File: config.mk
export PLATFORM = sky130hd
export DESIGN_NAME = if_stage
export DESIGN_NICKNAME = d
export VERILOG_FILES = /design/src/rtl/if_stage_pkg.sv /design/src/rtl/if_skid_buffer.sv /design/src/rtl/if_stage.sv
export SDC_FILE = /design/constraint.sdc
export NUM_CORES = 1
export LEC_CHECK = 0
export BUFFER_PORTS_ARGS = -buffer_cell sky130_fd_sc_hd__buf_2
export CORE_MARGIN = 10
export CORE_UTILIZATION = 50
export CTS_CLUSTER_DIAMETER = 120
export DETAILED_ROUTE_END_ITERATION = 6
export GPL_ROUTABILITY_DRIVEN = 0
export PLACE_DENSITY = 0.83
export SYNTH_ARGS = -nofsm -noshare
export SYNTH_HDL_FRONTEND = slang
export SYNTH_SLANG_ARGS = --single-unit
File: constraint.sdc
create_clock -name clk -period 2.9 [get_ports clk]
set_clock_uncertainty 0.1 [all_clocks]
set_input_delay 0 -clock clk [delete_from_list [all_inputs] [get_ports clk]]
set_output_delay 0 -clock clk [all_outputs]
set_load 0.1 [all_outputs]
File: src/rtl/if_stage_pkg.sv
// if_stage_pkg
//   Shared definitions for the instruction-fetch stage: fetch FSM state
//   encoding, core-wide constants (NOP, reset vector, data width) and a
//   word-alignment helper used on redirect targets.
`timescale 1ns/1ps
package if_stage_pkg;

    localparam int XLEN = 32;

    // Fetch FSM: how many requests are outstanding, and whether the
    // response for the outstanding one is still wanted.
    typedef enum logic [1:0] {
        S_FETCH = 2'd0,   // nothing outstanding
        S_WAIT  = 2'd1,   // one outstanding, response kept
        S_DROP  = 2'd2    // one outstanding, response discarded
    } if_state_e;

    localparam logic [XLEN-1:0] CORE_NOP_INSTR    = 32'h0000_0013; // addi x0,x0,0
    localparam logic [XLEN-1:0] CORE_RESET_VECTOR = 32'h0000_0000;

    function automatic logic [XLEN-1:0] align_word(input logic [XLEN-1:0] addr);
        return {addr[XLEN-1:2], 2'b00};
    endfunction

endpackage

File: src/rtl/if_skid_buffer.sv
// if_skid_buffer
//   One-entry holding register for a fetched word that arrives while ID is
//   stalled. Loaded with (pc, instruction), emptied by unload or clear.
//   Ports:
//     clk, rst            clock, synchronous active-high reset
//     load                capture load_pc/load_instr, mark valid
//     unload              entry consumed by the IF/ID registers
//     clear               flush (redirect)
//     load_pc/load_instr  entry contents to capture
//     buf_valid           entry holds a word
//     buf_pc/buf_instr    stored entry
`timescale 1ns/1ps
module if_skid_buffer
    import if_stage_pkg::*;
(
    input  logic            clk,
    input  logic            rst,
    input  logic            load,
    input  logic            unload,
    input  logic            clear,
    input  logic [XLEN-1:0] load_pc,
    input  logic [XLEN-1:0] load_instr,
    output logic            buf_valid,
    output logic [XLEN-1:0] buf_pc,
    output logic [XLEN-1:0] buf_instr
);

    always_ff @(posedge clk) begin
        if (rst || clear) begin
            buf_valid <= 1'b0;
        end else if (load) begin
            buf_valid <= 1'b1;
        end else if (unload) begin
            buf_valid <= 1'b0;
        end
    end

    // Payload needs no reset: it is only observed while buf_valid is set.
    always_ff @(posedge clk) begin
        if (load) begin
            buf_pc    <= load_pc;
            buf_instr <= load_instr;
        end
    end

endmodule

File: src/rtl/if_stage.sv
// if_stage
//   Instruction-fetch stage. Owns the fetch PC, issues word fetches on a
//   single-outstanding instruction bus, and drives the IF/ID registers with a
//   one-entry skid buffer so a word returning during an ID stall is kept.
//   Redirects from EX flush IF/ID and discard stale bus responses.
//   Ports:
//     clk, rst                   clock, synchronous active-high reset
//     if_stall                   ID cannot accept; hold IF/ID
//     branch_take, branch_pc     redirect request and target
//     ibus_req/addr/ready        request channel (handshake = req & ready)
//     ibus_rvalid/rdata          response for the oldest accepted request
//     if2id_valid/pc/instruction IF/ID pipeline registers
`timescale 1ns/1ps
module if_stage
    import if_stage_pkg::*;
#(
    parameter logic [XLEN-1:0] RESET_VECTOR = CORE_RESET_VECTOR,
    parameter logic [XLEN-1:0] NOP_INSTR    = CORE_NOP_INSTR
) (
    input  logic            clk,
    input  logic            rst,
    input  logic            if_stall,
    input  logic            branch_take,
    input  logic [XLEN-1:0] branch_pc,
    output logic            ibus_req,
    output logic [XLEN-1:0] ibus_addr,
    input  logic            ibus_ready,
    input  logic            ibus_rvalid,
    input  logic [XLEN-1:0] ibus_rdata,
    output logic            if2id_valid,
    output logic [XLEN-1:0] if2id_pc,
    output logic [XLEN-1:0] if2id_instruction
);

    if_state_e       state_reg, state_next;
    logic [XLEN-1:0] pc_reg, pc_next;
    logic [XLEN-1:0] req_pc_reg;     // PC of the outstanding request
    logic            outstanding;
    logic            handshake;
    logic            accept;
    logic            buf_valid;
    logic [XLEN-1:0] buf_pc, buf_instr;
    logic            buf_load, buf_unload;

    assign outstanding = (state_reg == S_WAIT) || (state_reg == S_DROP);
    assign accept      = ibus_rvalid && (state_reg == S_WAIT) && !branch_take;
    assign handshake   = ibus_req && ibus_ready;
    assign ibus_addr   = pc_reg;

    // ---------------- FSM: state register ----------------
    always_ff @(posedge clk) begin
        if (rst) begin
            state_reg <= S_FETCH;
        end else begin
            state_reg <= state_next;
        end
    end

    // ---------------- FSM: next state ----------------
    // A redirect with a request still in flight must remember to swallow
    // that response; if the response lands in the redirect cycle it is
    // already gone and we can fetch the target straight away.
    always_comb begin
        state_next = state_reg;
        if (branch_take) begin
            state_next = (outstanding && !ibus_rvalid) ? S_DROP : S_FETCH;
        end else if (handshake) begin
            state_next = S_WAIT;
        end else if (outstanding && ibus_rvalid) begin
            state_next = S_FETCH;
        end
    end

    // ---------------- FSM: outputs ----------------
    // Issuing in S_WAIT alongside the response gives one fetch per cycle,
    // but only when that response goes straight into IF/ID (no stall);
    // otherwise the skid entry would be needed for two words.
    always_comb begin
        ibus_req = 1'b0;
        if (!rst && !buf_valid && !branch_take) begin
            ibus_req = (state_reg == S_FETCH) ||
                       ((state_reg == S_WAIT) && ibus_rvalid && !if_stall);
        end
    end

    // ---------------- fetch PC ----------------
    always_comb begin
        pc_next = pc_reg;
        if (branch_take) begin
            pc_next = align_word(branch_pc);
        end else if (handshake) begin
            pc_next = pc_reg + 32'd4;
        end
    end

    always_ff @(posedge clk) begin
        if (rst) begin
            pc_reg     <= RESET_VECTOR;
            req_pc_reg <= RESET_VECTOR;
        end else begin
            pc_reg <= pc_next;
            if (handshake) begin
                req_pc_reg <= pc_reg;
            end
        end
    end

    // ---------------- skid buffer ----------------
    // While the buffer is full nothing can be outstanding (issue is
    // blocked), so load and unload never coincide.
    assign buf_load   = accept && if_stall;
    assign buf_unload = !branch_take && !if_stall && buf_valid;

    if_skid_buffer u_skid (
        .clk        (clk),
        .rst        (rst),
        .load       (buf_load),
        .unload     (buf_unload),
        .clear      (branch_take),
        .load_pc    (req_pc_reg),
        .load_instr (ibus_rdata),
        .buf_valid  (buf_valid),
        .buf_pc     (buf_pc),
        .buf_instr  (buf_instr)
    );

    // ---------------- IF/ID registers ----------------
    always_ff @(posedge clk) begin
        if (rst) begin
            if2id_valid       <= 1'b0;
            if2id_pc          <= '0;
            if2id_instruction <= NOP_INSTR;
        end else if (branch_take) begin
            if2id_valid <= 1'b0;
        end else if (!if_stall) begin
            if (buf_valid) begin
                if2id_valid       <= 1'b1;
                if2id_pc          <= buf_pc;
                if2id_instruction <= buf_instr;
            end else if (accept) begin
                if2id_valid       <= 1'b1;
                if2id_pc          <= req_pc_reg;
                if2id_instruction <= ibus_rdata;
            end else begin
                if2id_valid <= 1'b0;
            end
        end
    end

endmodule

### Word level (Yosys, flattened, before mapping)

Cells that the tools add are included.

| word-level totals | value |
|---|---|
| output and inout port bits | 98 |
| register bits after elaboration | 196 |
| input bits | 70 |
| logic and storage cells | 56 |

| cells by class | value |
|---|---|
| add/sub/neg operators | 1 |
| equality and inequality tests | 2 |
| mux-type cells | 15 |
| bitwise operators | 2 |
| reduce and logical (&&, ||, !) cells | 26 |

Operators with widths:

| operator | count |
|---|---|
| two-way mux 32 bit | 6 |
| adder 32 x 3 -> 32 bit (second input constant) | 1 |
| logical AND 1 bit | 11 |
| two-way mux 2 bit | 4 |
| nonzero test 2 bit | 3 |
| zero test 1 bit | 5 |
| two-way mux 1 bit | 5 |
| logical OR 1 bit | 3 |
| AND reduction 3 bit | 1 |
| nonzero test 3 bit | 1 |
| == test 2 x 1 -> 1 bit (second input constant) | 1 |
| == test 2 bit (second input constant) | 1 |
| zero test 2 bit | 1 |
| NOT 1 bit | 2 |
| OR reduction 2 bit | 1 |

### Longest topological paths before layout

Gate-level depths: netlist of run 1.

| logic depth | value |
|---|---|
| word-level depth | 8 |
| mapped depth | 9 |
| gate-level depth less buffers | 7 |

### By module

Synthesis of run 1 repeated with hierarchy kept, for this count alone.

| unflattened totals | value |
|---|---|
| cell total of the unflattened synthesis | 757 |
| area total of the unflattened synthesis | 7,862.5 µm² |

Modules (own cells, without submodules):

| module | cells an instance | instances | area an instance (µm²) | sequential area each (µm²) |
|---|---|---|---|---|
| if_stage | 689 | 1 | 5,895.7 | 2,542.4 |
| if_skid_buffer | 68 | 1 | 1,966.9 | 1,941.9 |

### Worst setup path after synthesis of run 1

Ideal clock, no wire load.

| path | value |
|---|---|
| path kind | flip-flop to output port |
| from | reg state_reg[1] |
| to | out ibus_req |
| data required time | 2.800 ns |
| buffers on the path | 0 |
| stages on the path, launching flop included | 6 |
| slack | -0.027 ns |
| arrival time | 2.827 ns |
| cell sequence | dfxtp_1 inv_1 ha_1 and3b_1 o21ai_0 nor3_1 |

| on the way | value |
|---|---|
| word-level cells in the longest chain between the ends | 5 |
| elaborated cells on any way between the ends | 6 |
| classes of those cells | eq/ne (1); mux (1); reduce/logical (4) |

RTL lines:

| element | line | text |
|---|---|---|
| start: declaration | if_stage.sv:35 | `if_state_e state_reg, state_next;` |
| start signal: assignment | if_stage.sv:55 | `state_reg <= state_next;` |
| == test 2 x 1 -> 1 bit | if_stage.sv:82 | `((state_reg == S_WAIT) && ibus_rvalid && !if_stall);` |
| logical AND 1 bit (2 in a row) | if_stage.sv:82 |  |
| logical OR 1 bit * | if_stage.sv:81 | `ibus_req = (state_reg == S_FETCH) \|\|` |
| two-way mux 1 bit * | if_stage.sv:80 | `if (!rst && !buf_valid && !branch_take) begin` |
| end: declaration | if_stage.sv:25 | `output logic ibus_req,` |

Every way passes the cells marked *; elsewhere a longest branch is shown, timed or not.

### Worst setup path after layout of run 1

| path | value |
|---|---|
| from | in rst |
| to | reg pc_reg[23], in the netlist ibus_addr[23] |

| on the way | value |
|---|---|
| word-level cells in the longest chain between the ends | 6 |

RTL lines:

| element | line | text |
|---|---|---|
| start: declaration | if_stage.sv:21 | `input logic rst,` |
| zero test 1 bit | if_stage.sv:80 |  |
| logical AND 1 bit (2 in a row) | if_stage.sv:80 |  |
| two-way mux 1 bit | if_stage.sv:80 |  |
| logical AND 1 bit | if_stage.sv:47 | `assign handshake = ibus_req && ibus_ready;` |
| nonzero test 2 bit (no source line) | n/a |  |
| end signal: assignment | if_stage.sv:101 | `pc_reg <= pc_next;` |
| end: declaration | if_stage.sv:36 | `logic [XLEN-1:0] pc_reg, pc_next;` |

Several ways; a longest one is shown, not always the timed one.
A chain may end at the register's enable or synchronous reset.

==> results of run 1 <==
[routing by layer]
metal | share of wire (%) | track usage (%) | wire length (microns) | up-vias
li1 | - | - | - | 3072
met1 | 44 | 24.9 | 8820 | 2945
met2 | 48 | 31.5 | 9550 | 233
met3 | 7.0 | 5.74 | 1400 | 24
met4 | 1.4 | 6.95 | 284 | 0
met5 | 0 | 0 | 0 | -
[where the power goes]
part	internal [mW]	total [mW]	switching, mW
clock	1.39	2.35	0.965
sequential	2.76	2.81	0.0536
combinational	0.182	0.631	0.449
[kinds of logic after synthesis]
group,Yosys count,share of synthesized area [%]
XOR/XNOR,2,0.233
AND/OR/NAND/NOR,229,13.6
adder cells (fa/ha/maj),3,0.500
other,1,0.0500
multiplexers,66,8.84
AO/OA/AOI/OAI,166,14.9
flip-flops,188,58.4
buffers and inverters,63,3.47
[repair_timing]
item / in CTS / in global routing
hold buffers: 73 / 0
endpoints found under the setup margin: 0 / 5
gates resized for setup: 0 / 3
hold endpoints to repair: 111 / 0
setup buffers: 0 / 5
[placed cells by master (no fill, tap or decap), drive strengths merged, types with 3 or more instances in the layout]
cell,synthesis,routed
a211o,3,3
dlygate4sd3,0,73
nand4,9,9
a21oi,50,50
o21ai,8,8
or3,10,10
nand2,98,98
inv,6,9
nor3,7,7
mux2i,64,64
a211oi,60,60
nand3,12,12
buf,18,177
a32oi,3,3
dfxtp,126,126
ha,3,3
conb,1,4
o311ai,13,13
nor2,77,77
clkinv,1,3
a22oi,4,4
and4,5,5
clkbuf,38,25
a31oi,13,13
o211ai,7,7
edfxtp,62,62
[metrics by stage]
stage	instance area (sq um)	hold WS (ps)	instances
after floorplan	7520	-4.23	721
after global placement	8470	94.7	1021
after detailed placement	8470	95.4	1021
after CTS	9820	23.2	1126
after global routing	9860	58.0	1132
final	9860	45.2	1132
[final cells by class]
type	count	area share (%)
Clock inverter	7	0.736
Tap cell	184	2.33
Inverter	7	0.266
Antenna cell	1	0.0254
Clock buffer	25	5.47
Multi-Input combinational cell	470	29.5
Sequential cell	188	44.5
Timing Repair Buffer	250	17.2
[final timing paths]
check                          endpoint  slack [ps]  cells after the start
max          ibus_addr[23]$_SDFFE_PP0P_         190                      8
min           state_reg[0]$_SDFFE_PP0P_          50                      3
max reg2reg  ibus_addr[23]$_SDFFE_PP0P_         210                      8
min reg2reg  u_skid.buf_pc[5]$_DFFE_PP_         360                      0
[critical path, delay by kind of cell]
| family | cells | cell delay [ps] |
|---|---|---|
| compound gates | 2 | 650 |
| buf+inv | 3 | 1390 |
| simple gates | 3 | 920 |
==> flow_metrics.py, run 1 <==
metrics = {
    "setup_path": {
        "critPathMaxFanout": 50,
        "startpoint": "rst",
        "timing.rr.start": "state_reg[1]$_SDFFE_PP0P_",
        "critical_path.cell_chain": "dlygate4sd3_1 -> buf_4 -> nor2_2 -> o2111a_2 -> nand4_1 -> or3_1 -> a31oi_1 -> dlygate4sd3_1",
        "worst-endpoint-arrival_ps": 2980,
        "setup.worst_path.start_class": "primary input",
        "critical_path.slowest_cell": "dlygate4sd3_1",
        "critical_path.endpoint_type": "register",
        "worst_setup_path_type": "primary input to register",
        "worst-endpoint-required_ps": 3170,
        "cpPeakStageDelay_ps": 570,
        "cpMostUsedCell": "dlygate4sd3_1",
    },
    "layout": {
        "count_of_nets_after_finishing": 1007,
        "areaGrowthSynthToFinish_pct": 31.4,
        "layout-drive-gt1-share_pct": 23.3,
        "multi_input_area_sq_um": 2910,
        "sequential_cell_area_sq_um": 4390,
        "fin_util_pct": 67.3,
        "registers_with_the_highest_flip_flop_counts": "if2id_instruction x32, u_skid.buf_instr x32",
        "layout.filler_cells": 1099,
    },
    "drt": {
        "drtIter0Drc": 311,
        "avgViaCountPerCell": 5.54,
        "drtPass1Iterations": 5,
        "route.final.wire_length_microns": 20000,
        "wl_per_cell_microns": 17.7,
        "route.detailed.drc": 0,
        "postRouteAntennaNets": 0,
        "via_count": 6274,
    },
    "floorplanning": {
        "die_y_microns": 143,
        "floorplan.io_pins": 168,
        "die-width_microns": 143,
        "floorplan.initialDensity_pct": 51.2,
        "row_count": 44,
        "design.core.area_sq_um": 14600,
        "floorplan.die_area_sq_um": 20300,
    },
    "clock_network": {
        "tritoncts": "done",
        "clk_tree_root_cell": "clkbuf_16",
        "numCtsBuffers": 17,
        "cts.htree.levels": 4,
        "cts_max_path_buffers": 2,
        "clock_sinks": 188,
        "clk_transition_reported_paths_ps": 70,
        "worst_skew_pair.late_latency_ps": 430,
    },
    "sta": {
        "final_max_slew_viol_count": 0,
        "report.final.setup_viol": 0,
        "period_needed_ps": 2710,
        "final_min_period_over_clock_period_pct": 93.5,
        "unrepaired_setup_endpoints_after_global_routing": "no",
        "hold_viol": 0,
        "final_critical_path_setup_slack_ps": 187,
        "timing.max_slew.rel_slack_pct": 43.3,
        "fin_setup_tns_ps": 0,
        "max_clock_freq_mhz": 369,
        "worst-slew-pin-transition_ps": 851,
    },
    "yosys": {
        "yosysWarningCount": 0,
        "prevailing_post_synth_register_cell": "dfxtp_1",
        "yosys.cell_count.top_type": "dfxtp_1",
        "synth.top_cells.by_area": "dfxtp_1, edfxtp_1, mux2i_1, a211oi_1, nand2_1",
        "post_synth_edffs": 62,
        "yosys-top-cells-count": "dfxtp_1, nand2_1, nor2_1",
        "synth.yosys.seq_area_share_pct": 58.4,
        "synthDominantCellAreaShare_pct": 33.6,
        "yosys.area.top_type": "dfxtp_1",
        "syn_inst": 718,
        "yosys_register_bits": 188,
        "post_synth.cell_area_avg_sq_um": 10.5,
        "count_of_unique_library_cells_instantiated_by_yosys": 46,
        "netlist_area_sq_um": 7500,
        "async_reset_ff_share_pct": 0,
    },
    "run_status": {
        "outcome": "complete, no violations",
    },
    "grt": {
        "grt_remaining_overflow": 0,
        "antenna_found_initial": 1,
        "gr-usage-all-layers_pct": 19.7,
        "grt_start_max_net_pins": 119,
        "via_count_of_the_first_global_routing_pass": 6204,
        "grt_first_pass_wirelength_microns": 32400,
    },
    "pwr": {
        "power.total_mw": 5.80,
        "vdd_ir_drop_max_mv": 0.424,
        "power.density_cell_area_nw_per_um2": 588,
        "power.leakage_nw": 3.54,
    },
    "min_path": {
        "hold_start": "ibus_ready",
        "hp-class": "primary input to register",
    },
    "place": {
        "detailed_place_hpwl_microns": 12500,
        "place_ws_ps": 534,
        "buffer_ports.inserted": 161,
    },
    "flow_run": {
        "maxCapViolCount": 0,
    },
}
Power figures use the tool's default switching activity.
==> run 2, diff against run 1 <==
ABC_AREA = 1   (was default)
CAP_MARGIN = 20   (was default)
CTS_BUF_LIST = sky130_fd_sc_hd__clkbuf_4 sky130_fd_sc_hd__clkbuf_8 sky130_fd_sc_hd__clkbuf_16   (was default)
PLACE_DENSITY = 0.82   (was 0.83)
==> run 2 against run 1 <==
Net effect: power grew 2.9%; largest cell class unchanged; flip-flop and latch count is the same; fmax grew 10%; utilization shrank 1.4 points; sequential power is essentially flat; highest routed layer unchanged; combinational power is essentially flat; sequential share of layout area shrank 1.1 points; wire length grew 7.0%.
==> flow_metrics.py, run 2 <==
metrics = {
    "layout": {
        "most-common-layout-cells": "nand2_1, buf_2, dfxtp_1",
        "registers_with_the_highest_flip_flop_counts": "if2id_instruction x32, u_skid.buf_instr x32",
        "multi_input_area_sq_um": 2980,
        "instances_no_fill": 1372,
        "antenna_cells_inserted": 0,
        "sequential_cell_area_sq_um": 4390,
        "layout-drive-gt1-share_pct": 19.4,
        "most_frequent_standard_cell_in_the_layout_excluding_fill_and_tap_cells": "nand2_1",
        "fin_util_pct": 65.9,
        "areaGrowthSynthToFinish_pct": 28.5,
        "count_of_nets_after_finishing": 1221,
        "layout.filler_cells": 1246,
    },
    "yosys": {
        "synth.top_cells.by_area": "dfxtp_1, edfxtp_1, nand2_1, a31oi_1, o21ai_0",
        "netlist_area_sq_um": 7860,
        "post_synth.cell_area_avg_sq_um": 8.33,
        "syn_inst": 944,
        "yosys.area.top_type": "dfxtp_1",
        "async_reset_ff_share_pct": 0,
        "post_synth_edffs": 62,
        "yosysWarningCount": 0,
        "synth.yosys.seq_area_share_pct": 55.8,
        "yosys-top-cells-count": "nand2_1, dfxtp_1, o21ai_0",
        "yosys.cell_count.top_type": "nand2_1",
        "prevailing_post_synth_register_cell": "dfxtp_1",
        "count_of_unique_library_cells_instantiated_by_yosys": 33,
        "synthDominantCellAreaShare_pct": 32.1,
        "yosys_register_bits": 188,
    },
    "clock_network": {
        "clock_sinks": 188,
        "post_cts_resized": 0,
        "cts_hold_buf": 70,
        "tritoncts": "done",
        "cts_max_path_buffers": 2,
        "clk_transition_reported_paths_ps": 70,
        "worst_skew_pair.late_latency_ps": 420,
        "post_cts_setup_driven_buffer_insertion_count": 0,
        "cts.htree.levels": 4,
        "clk_tree_root_cell": "clkbuf_16",
        "numCtsBuffers": 17,
    },
    "grt": {
        "gr-usage-all-layers_pct": 19.6,
        "use_met1_pct": 25.6,
        "busiest_layer": "met2",
        "via_count_of_the_first_global_routing_pass": 6951,
        "grt_start_max_net_pins": 88,
        "grt_util_met3_pct": 4.41,
        "grt_first_pass_wirelength_microns": 34700,
        "grt_remaining_overflow": 0,
        "antenna_found_initial": 0,
        "grt.met2_usage_pct": 31.4,
    },
    "setup_path": {
        "cpPeakStageDelay_ps": 580,
        "cp_num_buf_inv": 5,
        "setup.worst_path.start_class": "primary input",
        "worst-endpoint-required_ps": 3170,
        "worst_setup_path_type": "primary input to register",
        "worst-endpoint-arrival_ps": 2730,
        "critical_path.slowest_cell": "dlygate4sd3_1",
        "worst_path_dominant_cell_family": "buffers and inverters",
        "critical_path.cell_chain": "dlygate4sd3_1 -> buf_2 -> inv_2 -> nand2_1 -> nor2_2 -> nand2_1 -> nor2_4 -> buf_12 -> nand3_1 -> a31oi_1 -> dlygate4sd3_1",
        "critical_path.endpoint_type": "register",
        "critPathMaxFanout": 77,
    },
    "drt": {
        "route.final.wire_length_microns": 21400,
        "drtIter0Drc": 528,
        "via_count": 7238,
        "avgViaCountPerCell": 5.28,
        "postRouteAntennaNets": 0,
        "drtPass1Iterations": 6,
        "wl_per_cell_microns": 15.6,
        "route.detailed.drc": 0,
    },
    "floorplanning": {
        "floorplan.io_pins": 168,
        "floorplan.die_area_sq_um": 21100,
        "row_count": 45,
        "die-width_microns": 145,
        "design.core.area_sq_um": 15300,
        "die_y_microns": 145,
        "floorplan.initialDensity_pct": 51.3,
    },
    "sta": {
        "final_min_period_over_clock_period_pct": 85.0,
        "timing.max_slew.rel_slack_pct": 46.2,
        "fin_setup_tns_ps": 0,
        "report.final.setup_viol": 0,
        "hold_viol": 0,
        "final_max_slew_viol_count": 0,
        "worst-slew-pin-transition_ps": 807,
        "max_clock_freq_mhz": 406,
        "unrepaired_setup_endpoints_after_global_routing": "no",
        "period_needed_ps": 2460,
    },
    "pwr": {
        "vdd_ir_drop_max_mv": 0.414,
        "power.density_cell_area_nw_per_um2": 591,
        "power.leakage_nw": 4.18,
        "power.total_mw": 5.97,
    },
    "place": {
        "detailed_place_hpwl_microns": 13400,
        "placed_cells_incl_taps": 1270,
        "buffer_ports.inserted": 161,
    },
    "min_path": {
        "hp-class": "primary input to register",
    },
    "flow_run": {
        "maxCapViolCount": 0,
    },
    "run_status": {
        "outcome": "complete, no violations",
    },
}
==> run 2: cell types whose count changed in the layout (fill, tap and decap cells not counted), moves of 7 or more <==
cell and change:
o311ai_0 -10, or3_1 -10, nand2_1 +197, nand3_1 +44, mux2i_1 -64, nor2_1 -28, nand4_1 -7, a31oi_1 +52
o21ai_1 +12, o21ai_0 +68, inv_1 +49, o211ai_1 -7, a211oi_1 -60
==> run 2: worst min-delay path: stages <==
cell and delay, ps:
buf_2 100, inv_1 90, nor2_4 50, buf_12 190
nand2_1 90, a21oi_1 50
==> run 2: report_power, final <==
group          switching, mW  internal [mW]  total (mW)
clock network          0.997           1.51        2.51
logic                  0.449          0.183       0.631
registers             0.0606           2.77        2.83
total                   1.51           4.46        5.97
==> run 2: area by class of cell <==
class / count / area share [%]
Sequential cell: 188 / 43.4
Multi-Input combinational cell: 641 / 29.5
Timing Repair Buffer: 241 / 15.9
Clock buffer: 21 / 4.57
Tap cell: 211 / 2.61
Inverter: 59 / 2.19
Clock inverter: 11 / 1.81
==> run 2: cell families (layout without fill, tap and decap cells) <==
kind of cell	count (synthesis)	in the layout	share of synthesized area, %
and+or+nand+nor	419	419	21.8
AOI/OAI and AO/OA	210	210	14.7
DFF	188	188	55.8
buffers and inverters	118	332	6.61
xor gates and xnor gates	5	5	0.557
adders and majority gates	3	3	0.478
other	1	4	0.0477
==> run 2: worst paths after layout <==
path	from	end	slack, ps	cells past startpoint
setup / recovery	branch_take	ibus_addr[16]$_SDFFE_PP0P_	440	11
hold / removal	ibus_ready	req_pc_reg[9]$_SDFFE_PP0P_	110	6
setup reg to reg	state_reg[1]$_SDFFE_PP0P_	u_skid.buf_valid$_SDFFE_PP0P_	610	8
hold reg to reg	req_pc_reg[21]$_SDFFE_PP0P_	u_skid.buf_pc[21]$_DFFE_PP_	360	0
==> run 2: through the flow <==
| step | hold slack, ps | worst slack [ps] | cell area [sq um] |
|---|---|---|---|
| floorplan | -1.13 | 130 | 7870 |
| global placement | 92.9 | 915 | 8750 |
| detailed placement | 95.3 | 836 | 8750 |
| CTS | 105 | 570 | 10100 |
| global route | 175 | 314 | 10100 |
| finish | 114 | 436 | 10100 |
==> run 2: metal layers <==
metal  wire length [microns]  up-vias
met1                    9520     3361
met2                   10100      279
met4                     354        0
met3                    1460       31
met5                       0        -
li1                        -     3567
